$ cat src/rtl/mult_job_sequencer.sv
// Front-end job sequencer for the Booth multiplier.
// Operand pairs arrive over valid/ready and wait in a one-entry pending buffer.
// Each job is issued to the multiplier with a single start pulse. The product is
// captured into a valid/ready result register once fin is seen. A watchdog drops
// any job whose multiplier never finishes, and latches a sticky error flag.
module mult_job_sequencer #(
   parameter int WIDTH   = 3,
   parameter int TIMEOUT = 16
) (
   input  logic               clk,
   input  logic               reset_n,
   input  logic               in_valid,
   output logic               in_ready,
   input  logic [WIDTH-1:0]   in_a,
   input  logic [WIDTH-1:0]   in_b,
   output logic               mul_start,
   output logic [WIDTH-1:0]   mul_m,
   output logic [WIDTH-1:0]   mul_q,
   input  logic               mul_fin,
   input  logic [2*WIDTH-1:0] mul_product,
   output logic               out_valid,
   input  logic               out_ready,
   output logic [2*WIDTH-1:0] out_product,
   output logic               busy,
   output logic               err
);

   localparam int TW = $clog2(TIMEOUT) + 1;
   localparam logic [TW-1:0] TIMER_LAST = TW'(TIMEOUT - 1);

   typedef enum logic [1:0] {
      IDLE  = 2'd0,
      START = 2'd1,
      WAIT  = 2'd2,
      HOLD  = 2'd3
   } state_t;

   state_t             state_r;
   logic               buf_valid_r;
   logic [WIDTH-1:0]   buf_a_r;
   logic [WIDTH-1:0]   buf_b_r;
   logic [TW-1:0]      timer_r;

   logic               accept_s;
   logic               take_s;
   logic               slot_free_s;
   logic               fin_seen_s;
   logic               capture_s;
   logic               timeout_s;

   // Handshake status comes straight from registers, so there is no input-to-output path.
   assign in_ready = !buf_valid_r;
   assign busy     = (state_r != IDLE) || buf_valid_r;
   assign accept_s = in_valid && !buf_valid_r;
   assign take_s   = (state_r == IDLE) && buf_valid_r;

   // Decide whether this cycle captures a product, parks in HOLD or trips the watchdog.
   always_comb begin
      slot_free_s = !out_valid || out_ready;
      fin_seen_s  = 1'b0;
      capture_s   = 1'b0;
      timeout_s   = 1'b0;
      case (state_r)
         WAIT: begin
            // The first WAIT cycle is a guard: fin may still be stale from the last job.
            fin_seen_s = mul_fin && (timer_r != {TW{1'b0}});
            capture_s  = fin_seen_s && slot_free_s;
            timeout_s  = !mul_fin && (timer_r == TIMER_LAST);
         end
         HOLD: begin
            capture_s = out_ready;
         end
         default: begin
            capture_s = 1'b0;
         end
      endcase
   end

   // Pending buffer: filled by an accepted input, emptied when the FSM issues the job.
   always_ff @(posedge clk or negedge reset_n) begin
      if (!reset_n) begin
         buf_valid_r <= 1'b0;
         buf_a_r     <= {WIDTH{1'b0}};
         buf_b_r     <= {WIDTH{1'b0}};
      end else if (accept_s) begin
         buf_valid_r <= 1'b1;
         buf_a_r     <= in_a;
         buf_b_r     <= in_b;
      end else if (take_s) begin
         buf_valid_r <= 1'b0;
      end else begin
         buf_valid_r <= buf_valid_r;
      end
   end

   // Job FSM with registered start pulse, operand outputs, watchdog timer and sticky error.
   always_ff @(posedge clk or negedge reset_n) begin
      if (!reset_n) begin
         state_r   <= IDLE;
         mul_start <= 1'b0;
         mul_m     <= {WIDTH{1'b0}};
         mul_q     <= {WIDTH{1'b0}};
         timer_r   <= {TW{1'b0}};
         err       <= 1'b0;
      end else begin
         case (state_r)
            IDLE: begin
               if (take_s) begin
                  mul_m     <= buf_a_r;
                  mul_q     <= buf_b_r;
                  mul_start <= 1'b1;
                  state_r   <= START;
               end else begin
                  mul_start <= 1'b0;
                  state_r   <= IDLE;
               end
            end
            START: begin
               mul_start <= 1'b0;
               timer_r   <= {TW{1'b0}};
               state_r   <= WAIT;
            end
            WAIT: begin
               mul_start <= 1'b0;
               if (capture_s) begin
                  state_r <= IDLE;
               end else if (fin_seen_s) begin
                  state_r <= HOLD;
               end else if (timeout_s) begin
                  err     <= 1'b1;
                  state_r <= IDLE;
               end else begin
                  timer_r <= timer_r + TW'(1);
               end
            end
            HOLD: begin
               mul_start <= 1'b0;
               if (capture_s) begin
                  state_r <= IDLE;
               end else begin
                  state_r <= HOLD;
               end
            end
            default: begin
               mul_start <= 1'b0;
               state_r   <= IDLE;
            end
         endcase
      end
   end

   // Result register: a capture wins over a consume on the same edge.
   always_ff @(posedge clk or negedge reset_n) begin
      if (!reset_n) begin
         out_valid   <= 1'b0;
         out_product <= {(2*WIDTH){1'b0}};
      end else if (capture_s) begin
         out_valid   <= 1'b1;
         out_product <= mul_product;
      end else if (out_ready) begin
         out_valid   <= 1'b0;
      end else begin
         out_valid   <= out_valid;
      end
   end

endmodule

$ cat config.mk
export PLATFORM = sky130hd
export DESIGN_NAME = mult_job_sequencer
export DESIGN_NICKNAME = d
export VERILOG_FILES = /design/src/rtl/mult_job_sequencer.sv
export SDC_FILE = /design/constraint.sdc
export NUM_CORES = 1
export LEC_CHECK = 0
export CAP_MARGIN = 20
export CORE_MARGIN = 4
export CORE_UTILIZATION = 43
export DETAILED_ROUTE_END_ITERATION = 8
export GPL_ROUTABILITY_DRIVEN = 0
export HOLD_SLACK_MARGIN = 0.12
export MAX_ROUTING_LAYER = met4
export PLACE_DENSITY = 0.71
export REMOVE_ABC_BUFFERS = 1
export SYNTH_ARGS = -nofsm -noshare
export SYNTH_HDL_FRONTEND = slang
export SYNTH_SLANG_ARGS = --single-unit
$ cat constraint.sdc
create_clock -name clk -period 2.8 [get_ports clk]
set_input_delay 0.56 -clock clk [delete_from_list [all_inputs] [get_ports clk]]
set_output_delay 0.56 -clock clk [all_outputs]
set_load 0.03 [all_outputs]
==> flow_metrics.py, run 1 <==
metrics = {
    "status": {
        "status": "finished, final reports clean",
    },
    "logic_synthesis": {
        "yosysUniqueCellTypes": 42,
        "synth_area_um2": 1440,
        "ys_ff_latch": 29,
        "synthCells": 115,
        "yosysSeqAreaShare_pct": 50.4,
        "synth.avg_cell_area_um2": 12.5,
        "synthArstFlopShare_pct": 100,
        "ys.flop_type": "dfrtp_1",
        "synth-edff-count": 0,
        "yosys_warnings": 0,
    },
    "detailed_routing": {
        "vias": 1044,
        "via_per_inst": 5.33,
        "drt_pass1_iterations": 4,
        "routed_wl_um": 3000,
        "drc": 0,
        "ant_nets": 0,
        "avgRoutedWirePerCell_um": 15.3,
        "drt_iter0_drc": 37,
    },
    "worst_setup_path": {
        "critPathTopFamily": "buffers and inverters",
        "max_stage_delay_ns": 0.61,
        "startpoint_type": "flip-flop",
        "critPathBufInv": 1,
        "cp-end-kind": "primary output",
        "crit_arrival_ns": 1.75,
        "crit_type": "flip-flop to primary output",
        "critPathMaxFanout": 4,
        "cp_cell_sequence": "or3_1 -> clkdlybuf4s50_1",
        "cp_data_required_time_ns": 2.24,
        "cp_slowest_cell": "clkdlybuf4s50_1",
    },
    "sta": {
        "setup_ws_ns": 0.486,
        "fin_crit_sh_pct": 82.6,
        "fin_skew_ns": 0.00871,
        "slew_viol_final": 0,
        "fmax_ghz": 0.432,
        "tightest_slew_ns": 0.588,
        "slew_headroom_pct": 60.8,
        "hold_viol": 0,
        "setup_viol": 0,
        "fin_crit_ns": 2.31,
        "rsz0062_at_grt": "no",
        "tns_ns": 0,
    },
    "floorplanning": {
        "die_area_um2": 4340,
        "die_h_um": 65.8,
        "chipWidth_um": 65.8,
        "ioPinCount": 34,
        "num_rows": 20,
        "core_um2": 3130,
        "initial_core_util_pct": 46.0,
    },
    "clock_tree": {
        "cts.clk_slew.worst_paths_ns": 0.09,
        "cts_resized": 0,
        "worstSkewPairLatency_ns": 0.33,
        "cts_tree": "built",
        "cts_setup_buffers": 0,
        "htree_levels": 2,
        "numCtsBuffers": 5,
        "clock-root-buffer": "clkbuf_4",
        "clk_path_buf_depth": 2,
        "cts.sinks": 29,
        "ctsHoldBuffers": 0,
    },
    "cells_and_area": {
        "area_delta_synth_final_pct": 29.0,
        "multi_input_area_um2": 638,
        "drive_gt1_share_pct": 25.7,
        "register_area_um2": 726,
        "antenna_cells": 0,
        "mostFrequentLayoutCells": "clkdlybuf4s50_1 (33), dfrtp_1 (29), mux2_2 (12), inv_1 (9), mux2_4 (6)",
        "nFillCells": 277,
        "final_cells": 196,
        "nNetsFinal": 171,
        "final_common_cell": "clkdlybuf4s50_1",
    },
    "flow_run": {
        "drv_cap": 0,
    },
    "global_route": {
        "grtUsageTotal_pct": 17.1,
        "antenna_found_initial": 0,
        "grt_pass1_vias": 1208,
        "grt_pass1_wl_um": 5400,
        "grt_overflow_total": 0,
        "grt_max_degree": 30,
    },
    "power": {
        "power_switching_uw": 845,
        "ir_drop_uv": 580,
        "power_density_nw_per_um2": 1140,
        "p_leak_nw": 0.806,
        "internal_power_mw": 1.27,
        "p_clk_share_pct": 11.3,
        "switching_share_pct": 40.0,
        "p_total_mw": 2.11,
        "p_comb_share_pct": 53.9,
        "seq_power_share_pct": 34.8,
    },
    "placed_design": {
        "dp_worst_setup_slack_ns": 0.495,
        "portBuffers": 33,
        "hpwlAfterDp_um": 2170,
        "placedCellCount": 188,
    },
    "min_path": {
        "hp-class": "flip-flop to flip-flop",
    },
}
-- layer usage --
layer | vias up | GRT usage (%) | part of all wire [%]
met3 | 5 | 6.29 | 5.1
met4 | 0 | 5.70 | 1.3
met5 | - | - | 0
met2 | 30 | 28.9 | 50
met1 | 520 | 18.6 | 44
li1 | 489 | - | -
-- stage by stage --
step | cell area (um^2) | hold WS (ns) | utilization, %
after global routing | 1860 | 0.537 | 59.4
final | 1860 | 0.494 | 59.4
after detailed placement | 1810 | 0.468 | 57.7
after global placement | 1810 | 0.467 | 57.7
after CTS | 1860 | 0.494 | 59.4
after floorplan | 1400 | 0.264 | -
-- power by group through the flow --
stage / Combinational (mW) / Clock (mW) / Sequential (mW)
2_1_floorplan: 0.517 / 0 / 0.958
3_3_place_gp: 1.12 / 0 / 0.730
3_5_place_dp: 1.15 / 0 / 0.741
4_1_cts: 1.15 / 0.246 / 0.738
5_1_grt: 1.23 / 0.272 / 0.763
6_report: 1.14 / 0.239 / 0.736
-- synthesized netlist by cell type, types with 2 or more instances --
cell type | count | area share, %
a21oi_1 | 2 | 0.70
nand3_1 | 3 | 1.0
and3_2 | 2 | 1.0
or4_1 | 2 | 1.0
or3b_2 | 2 | 1.2
inv_1 | 9 | 2.3
dfrtp_1 | 29 | 50
o21ai_0 | 3 | 1.0
nor2_1 | 4 | 1.0
buf_2 | 3 | 1.0
mux2_2 | 12 | 9.4
mux2_4 | 6 | 6.3
nand2_1 | 4 | 1.0
a22o_1 | 3 | 1.8
o211ai_1 | 2 | 1.0
ha_1 | 3 | 2.6
-- path summary, 6_finish.rpt --
kind | end | slack (ns) | cells after the start | start
worst max register to register | timer_r[1]$_DFFE_PN0P_ | 0.66 | 6 | timer_r[0]$_DFFE_PN0P_
worst max-delay path | busy | 0.49 | 2 | state_r[1]$_DFFE_PN0P_
min in group asynchronous | timer_r[3]$_DFFE_PN0P_ | 0.61 | 2 | reset_n
worst min-delay path | err$_DFFE_PN0P_ | 0.49 | 1 | err$_DFFE_PN0P_
worst min register to register | err$_DFFE_PN0P_ | 0.49 | 1 | err$_DFFE_PN0P_
max in group asynchronous | timer_r[2]$_DFFE_PN0P_ | 1.92 | 2 | reset_n
-- flip-flops by register name (all words and copies together), names as in the netlist, 2 cells and up --
register,count
out_product,6
timer_r,5
mul_q,3
state_r,2
buf_b_r,3
mul_m,3
buf_a_r,3
-- cells by family after synthesis --
kind of cell             count (synthesis)  share of synthesized area, %
AO/OA/AOI/OAI                           20                          11.2
buffers and inverters                   16                          5.22
flip-flops                              29                          50.4
adder cells (fa/ha/maj)                  3                          2.61
multiplexers                            18                          15.7
AND/OR/NAND/NOR                         29                          14.9
-- layout make-up --
| class | instances | area share, % |
|---|---|---|
| Clock inverter | 2 | 0.539 |
| Clock buffer | 6 | 2.22 |
| Multi-Input combinational cell | 70 | 34.4 |
| Sequential cell | 29 | 39.1 |
| Timing Repair Buffer | 36 | 19.0 |
| Inverter | 9 | 1.82 |
| Tap cell | 44 | 2.96 |
Power figures use the tool's default switching activity.
==> inputs of run 2 (changes only) <==
==> constraint.sdc (replaced) <==
create_clock -name clk -period 2.3 [get_ports clk]
set_input_delay 0.46 -clock clk [delete_from_list [all_inputs] [get_ports clk]]
set_output_delay 0.46 -clock clk [all_outputs]
set_load 0.03 [all_outputs]
==> run 2 against run 1 <==
Effect of this change: via count is essentially flat; clock skew grew 0.0038 ns; worst setup slack lost 0.33 ns; die area is the same; core utilization grew 0.48 points; clock power grew 23%; largest power group unchanged.
==> flow_metrics.py, run 2 (synthesized netlist as in run 1, its figures left out) <==
metrics = {
    "power": {
        "p_comb_share_pct": 54.4,
        "switching_share_pct": 39.5,
        "power_density_nw_per_um2": 1370,
        "internal_power_mw": 1.55,
        "power_switching_mw": 1.02,
        "seq_power_share_pct": 34.2,
        "p_clk_share_pct": 11.4,
        "ir_drop_uv": 674,
        "p_leak_nw": 0.816,
        "p_total_mw": 2.57,
    },
    "clock_tree": {
        "htree_levels": 2,
        "cts_tree": "built",
        "clk_path_buf_depth": 2,
        "numCtsBuffers": 5,
        "cts.sinks": 29,
        "cts.clk_slew.worst_paths_ns": 0.10,
        "cts_resized": 0,
        "worstSkewPairLatency_ns": 0.33,
        "cts_setup_buffers": 0,
        "ctsHoldBuffers": 0,
        "clock-root-buffer": "clkbuf_4",
    },
    "worst_setup_path": {
        "cp-end-kind": "primary output",
        "crit_type": "flip-flop to primary output",
        "cp_data_required_time_ns": 1.84,
        "startpoint_type": "flip-flop",
        "critPathTopFamily": "buffers and inverters",
        "timing.rr.end": "timer_r[1]$_DFFE_PN0P_",
        "crit_arrival_ns": 1.68,
        "r2r_slack_ns": 0.18,
        "reg2reg_from": "timer_r[0]$_DFFE_PN0P_",
        "cp_num_cells": 2,
        "cp_slowest_cell": "clkdlybuf4s50_1",
        "cp_cell_sequence": "or3_1 -> clkdlybuf4s50_1",
        "max_stage_delay_ns": 0.60,
        "startpoint": "state_r[1]$_DFFE_PN0P_",
        "critPathBufInv": 1,
        "critPathMaxFanout": 2,
        "r2r_cells": 6,
    },
    "global_route": {
        "antenna_found_initial": 0,
        "grt_pass1_vias": 1067,
        "grtUsageTotal_pct": 14.9,
        "grt_overflow_total": 0,
        "grt_max_degree": 30,
        "grt_pass1_wl_um": 4730,
    },
    "flow_run": {
        "drv_cap": 0,
    },
    "detailed_routing": {
        "vias": 1045,
        "drt_iter0_drc": 48,
        "drt_pass1_iterations": 4,
        "routed_wl_um": 2780,
        "avgRoutedWirePerCell_um": 14.0,
        "via_per_inst": 5.28,
        "ant_nets": 0,
        "drc": 0,
    },
    "min_path": {
        "hp-class": "flip-flop to flip-flop",
        "hold_path.startpoint": "err$_DFFE_PN0P_",
        "hold-path-cell-count": 1,
        "hold-path-endpoint": "err$_DFFE_PN0P_",
    },
    "floorplanning": {
        "die_h_um": 65.8,
        "num_rows": 20,
        "initial_core_util_pct": 46.0,
        "core_um2": 3130,
        "die_area_um2": 4340,
        "chipWidth_um": 65.8,
        "ioPinCount": 34,
    },
    "cells_and_area": {
        "final_cells": 198,
        "antenna_cells": 0,
        "register_area_um2": 726,
        "nNetsFinal": 173,
        "regMostFlops": "out_product",
        "mostFrequentLayoutCells": "clkdlybuf4s50_1 (33), dfrtp_1 (29), mux2_2 (12), inv_1 (9), mux2_4 (6)",
        "multi_input_area_um2": 638,
        "area_delta_synth_final_pct": 30.1,
        "largest_reg_flops": 6,
        "reg_top3": "out_product x6, timer_r x5",
        "drive_gt1_share_pct": 26.6,
        "final_common_cell": "clkdlybuf4s50_1",
        "nFillCells": 251,
    },
    "placed_design": {
        "hpwlAfterDp_um": 2000,
        "dp_worst_setup_slack_ns": 0.181,
        "placedCellCount": 190,
        "portBuffers": 33,
    },
    "sta": {
        "hold_viol": 0,
        "fin_crit_ns": 2.14,
        "tightest_slew_ns": 0.533,
        "fin_crit_sh_pct": 93.2,
        "worst_hold_slack_ns": 0.488,
        "fmax_ghz": 0.467,
        "slew_headroom_pct": 64.5,
        "setup_viol": 0,
        "setup_ws_ns": 0.157,
        "slew_viol_final": 0,
        "fin_skew_ns": 0.0125,
        "tns_ns": 0,
        "rsz0062_at_grt": "no",
    },
    "status": {
        "status": "finished, final reports clean",
    },
}
==> run 2: cell types whose count changed in the layout (fill, tap and decap cells not counted), sizes merged <==
| cell | change |
|---|---|
| buf | +2 |
==> run 2: layout make-up <==
type / count / share of cell area (%)
Clock inverter: 2 / 0.535
Sequential cell: 29 / 38.8
Multi-Input combinational cell: 70 / 34.1
Inverter: 9 / 1.80
Tap cell: 44 / 2.94
Clock buffer: 6 / 2.21
Timing Repair Buffer: 38 / 19.7
==> run 2: power groups by stage <==
stage	clock [mW]	combinational (mW)	sequential, mW
after floorplan	0	0.629	1.17
after global placement	0	1.38	0.879
after detailed placement	0	1.41	0.886
after CTS	0.305	1.41	0.880
after global routing	0.331	1.50	0.911
final	0.294	1.40	0.878
==> run 2: how the worst max path moves through the flow <==
stage / end / slack, ns
6_report: busy / 0.16
5_1_grt: timer_r[0]$_DFFE_PN0P_ / 0.04
3_3_place_gp: out_product[3]$_DFFE_PN0P_ / 0.21
3_5_place_dp: out_product[5]$_DFFE_PN0P_ / 0.18
2_1_floorplan: timer_r[1]$_DFFE_PN0P_ / 0.34
4_1_cts: busy / 0.13
==> run 2: stage by stage <==
| step | cell area [um^2] | utilization (%) |
|---|---|---|
| 6_report | 1870 | 59.8 |
| 5_1_grt | 1870 | 59.8 |
| 4_1_cts | 1870 | 59.8 |
| 3_5_place_dp | 1820 | 58.2 |
| 3_3_place_gp | 1820 | 58.2 |
| 2_1_floorplan | 1400 | - |
==> run 2: layer usage <==
layer | GRT usage, % | part of all wire, % | vias up
met5 | - | 0 | -
met4 | 5.44 | 0.90 | 0
met3 | 5.27 | 4.2 | 5
met2 | 23.3 | 49 | 26
met1 | 17.7 | 46 | 515
li1 | - | - | 499
==> inputs of run 3 (changes only) <==
==> constraint.sdc (replaced) <==
create_clock -name clk -period 2.3 [get_ports clk]
set_input_delay 0.46 -clock clk [delete_from_list [all_inputs] [get_ports clk]]
set_output_delay 0.46 -clock clk [all_outputs]
set_load 0.01 [all_outputs]
==> run 3 against run 2 <==
Effect of this change: hold slack worse by 0.0018 ns; clock skew is 0.0057 ns lower; sequential share of layout area is 0.078 points higher; highest routed layer unchanged; die area stayed put; clock power is 4% higher; total power is 7.9% lower; largest cell class unchanged.
==> flow_metrics.py, run 3 (synthesized netlist as in run 1, its figures left out) <==
metrics = {
    "status": {
        "status": "finished, final reports clean",
    },
    "cells_and_area": {
        "area_delta_synth_final_pct": 29.8,
        "nNetsFinal": 172,
        "antenna_cells": 0,
        "regMostFlops": "out_product",
        "mostFrequentLayoutCells": "clkdlybuf4s50_1 (33), dfrtp_1 (29), mux2_2 (12), inv_1 (9), mux2_4 (6)",
        "drive_gt1_share_pct": 25.7,
        "final_common_cell": "clkdlybuf4s50_1",
        "reg_top3": "out_product x6, timer_r x5",
        "largest_reg_flops": 6,
        "utilization_pct": 59.7,
        "nFillCells": 265,
    },
    "global_route": {
        "grt_overflow_total": 0,
        "grt_max_degree": 30,
        "antenna_found_initial": 0,
        "grt_pass1_vias": 1138,
        "grtUsageTotal_pct": 15.7,
        "grt_pass1_wl_um": 5060,
    },
    "detailed_routing": {
        "drt_pass1_iterations": 3,
        "routed_wl_um": 2810,
        "avgRoutedWirePerCell_um": 14.3,
        "via_per_inst": 5.36,
        "drt_iter0_drc": 38,
        "ant_nets": 0,
        "vias": 1051,
        "drc": 0,
    },
    "sta": {
        "worst_hold_slack_ns": 0.486,
        "fin_crit_sh_pct": 93.1,
        "tns_ns": 0,
        "fin_crit_ns": 2.14,
        "rsz0062_at_grt": "no",
        "hold_viol": 0,
        "slew_viol_final": 0,
        "fmax_ghz": 0.467,
        "tightest_slew_ns": 0.428,
        "fin_skew_ns": 0.00678,
        "slew_headroom_pct": 71.4,
        "setup_viol": 0,
    },
    "floorplanning": {
        "die_area_um2": 4340,
        "chipWidth_um": 65.8,
        "num_rows": 20,
        "ioPinCount": 34,
        "initial_core_util_pct": 46.0,
        "die_h_um": 65.8,
        "core_um2": 3130,
    },
    "worst_setup_path": {
        "cp_data_required_time_ns": 2.56,
        "cp_slowest_cell": "or4b_2",
        "crit_arrival_ns": 2.40,
        "cp_cell_sequence": "ha_1 -> and3_2 -> ha_1 -> or4b_2 -> o211ai_2 -> a22o_1",
        "r2r_slack_ns": 0.16,
        "crit_type": "flip-flop to flip-flop",
        "startpoint_type": "flip-flop",
        "max_stage_delay_ns": 0.65,
        "cp_common_cell": "ha_1",
        "startpoint": "timer_r[0]$_DFFE_PN0P_",
        "critPathMaxFanout": 7,
        "critPathBufInv": 0,
        "reg2reg_from": "timer_r[0]$_DFFE_PN0P_",
        "critPathTopFamily": "simple AND/OR/NAND/NOR gates",
        "cp-end-kind": "flip-flop",
    },
    "clock_tree": {
        "clock-root-buffer": "clkbuf_4",
        "cts_setup_buffers": 0,
        "numCtsBuffers": 5,
        "ctsHoldBuffers": 0,
        "cts_resized": 0,
        "cts.sinks": 29,
        "worstSkewPairLatency_ns": 0.32,
        "clk_path_buf_depth": 2,
        "cts.clk_slew.worst_paths_ns": 0.09,
        "cts_tree": "built",
        "htree_levels": 2,
    },
    "min_path": {
        "hold_path.startpoint": "err$_DFFE_PN0P_",
        "hp-class": "flip-flop to flip-flop",
    },
    "power": {
        "p_leak_nw": 0.811,
        "power_density_nw_per_um2": 1270,
        "ir_drop_uv": 731,
    },
    "placed_design": {
        "portBuffers": 33,
        "hpwlAfterDp_um": 2060,
    },
    "flow_run": {
        "drv_cap": 0,
    },
}
-- run 3: cell types whose count changed in the layout (fill, tap and decap cells not counted), sizes merged --
| cell | delta |
|---|---|
| buf | -1 |
| clkbuf | +1 |
| clkinv | -2 |
-- run 3: area by class of cell --
cell class / count / area [um^2] / share of cell area (%)
Sequential cell: 29 / 726 / 38.8
Multi-Input combinational cell: 70 / 638 / 34.2
Timing Repair Buffer: 37 / 360 / 19.3
Clock buffer: 7 / 55.1 / 2.95
Tap cell: 44 / 55.1 / 2.95
Inverter: 9 / 33.8 / 1.81
-- run 3: worst paths after layout --
| check | to | cells after the start |
|---|---|---|
| min | err$_DFFE_PN0P_ | 1 |
| min reg2reg | err$_DFFE_PN0P_ | 1 |
| max reg2reg | timer_r[1]$_DFFE_PN0P_ | 6 |
| max in group asynchronous | buf_a_r[2]$_DFFE_PN0P_ | 2 |
| min in group asynchronous | out_product[4]$_DFFE_PN0P_ | 2 |
| max | timer_r[1]$_DFFE_PN0P_ | 6 |
-- run 3: per-layer routing --
layer,vias up,track usage [%],part of all wire [%],routed length (um)
li1,499,-,-,-
met1,522,18.8,46,1290
met2,25,25.0,48,1340
met3,5,5.61,5.0,139
met4,0,4.66,1.4,40
met5,-,-,0,0
-- run 3: metrics by stage --
step / cell area, um^2 / setup WS (ns) / total power, mW / cells
after floorplan: 1400 / 0.341 / 1.58 / 108
after detailed placement: 1810 / 0.0873 / 2.08 / 189
after global routing: 1870 / 0.0546 / 2.55 / 196
after CTS: 1870 / 0.150 / 2.40 / 196
final: 1870 / 0.159 / 2.37 / 196
after global placement: 1810 / 0.163 / 2.04 / 189
-- run 3: power breakdown --
group	switching, mW	internal (mW)
combinational	0.483	0.698
clock	0.161	0.144
sequential	0.142	0.738
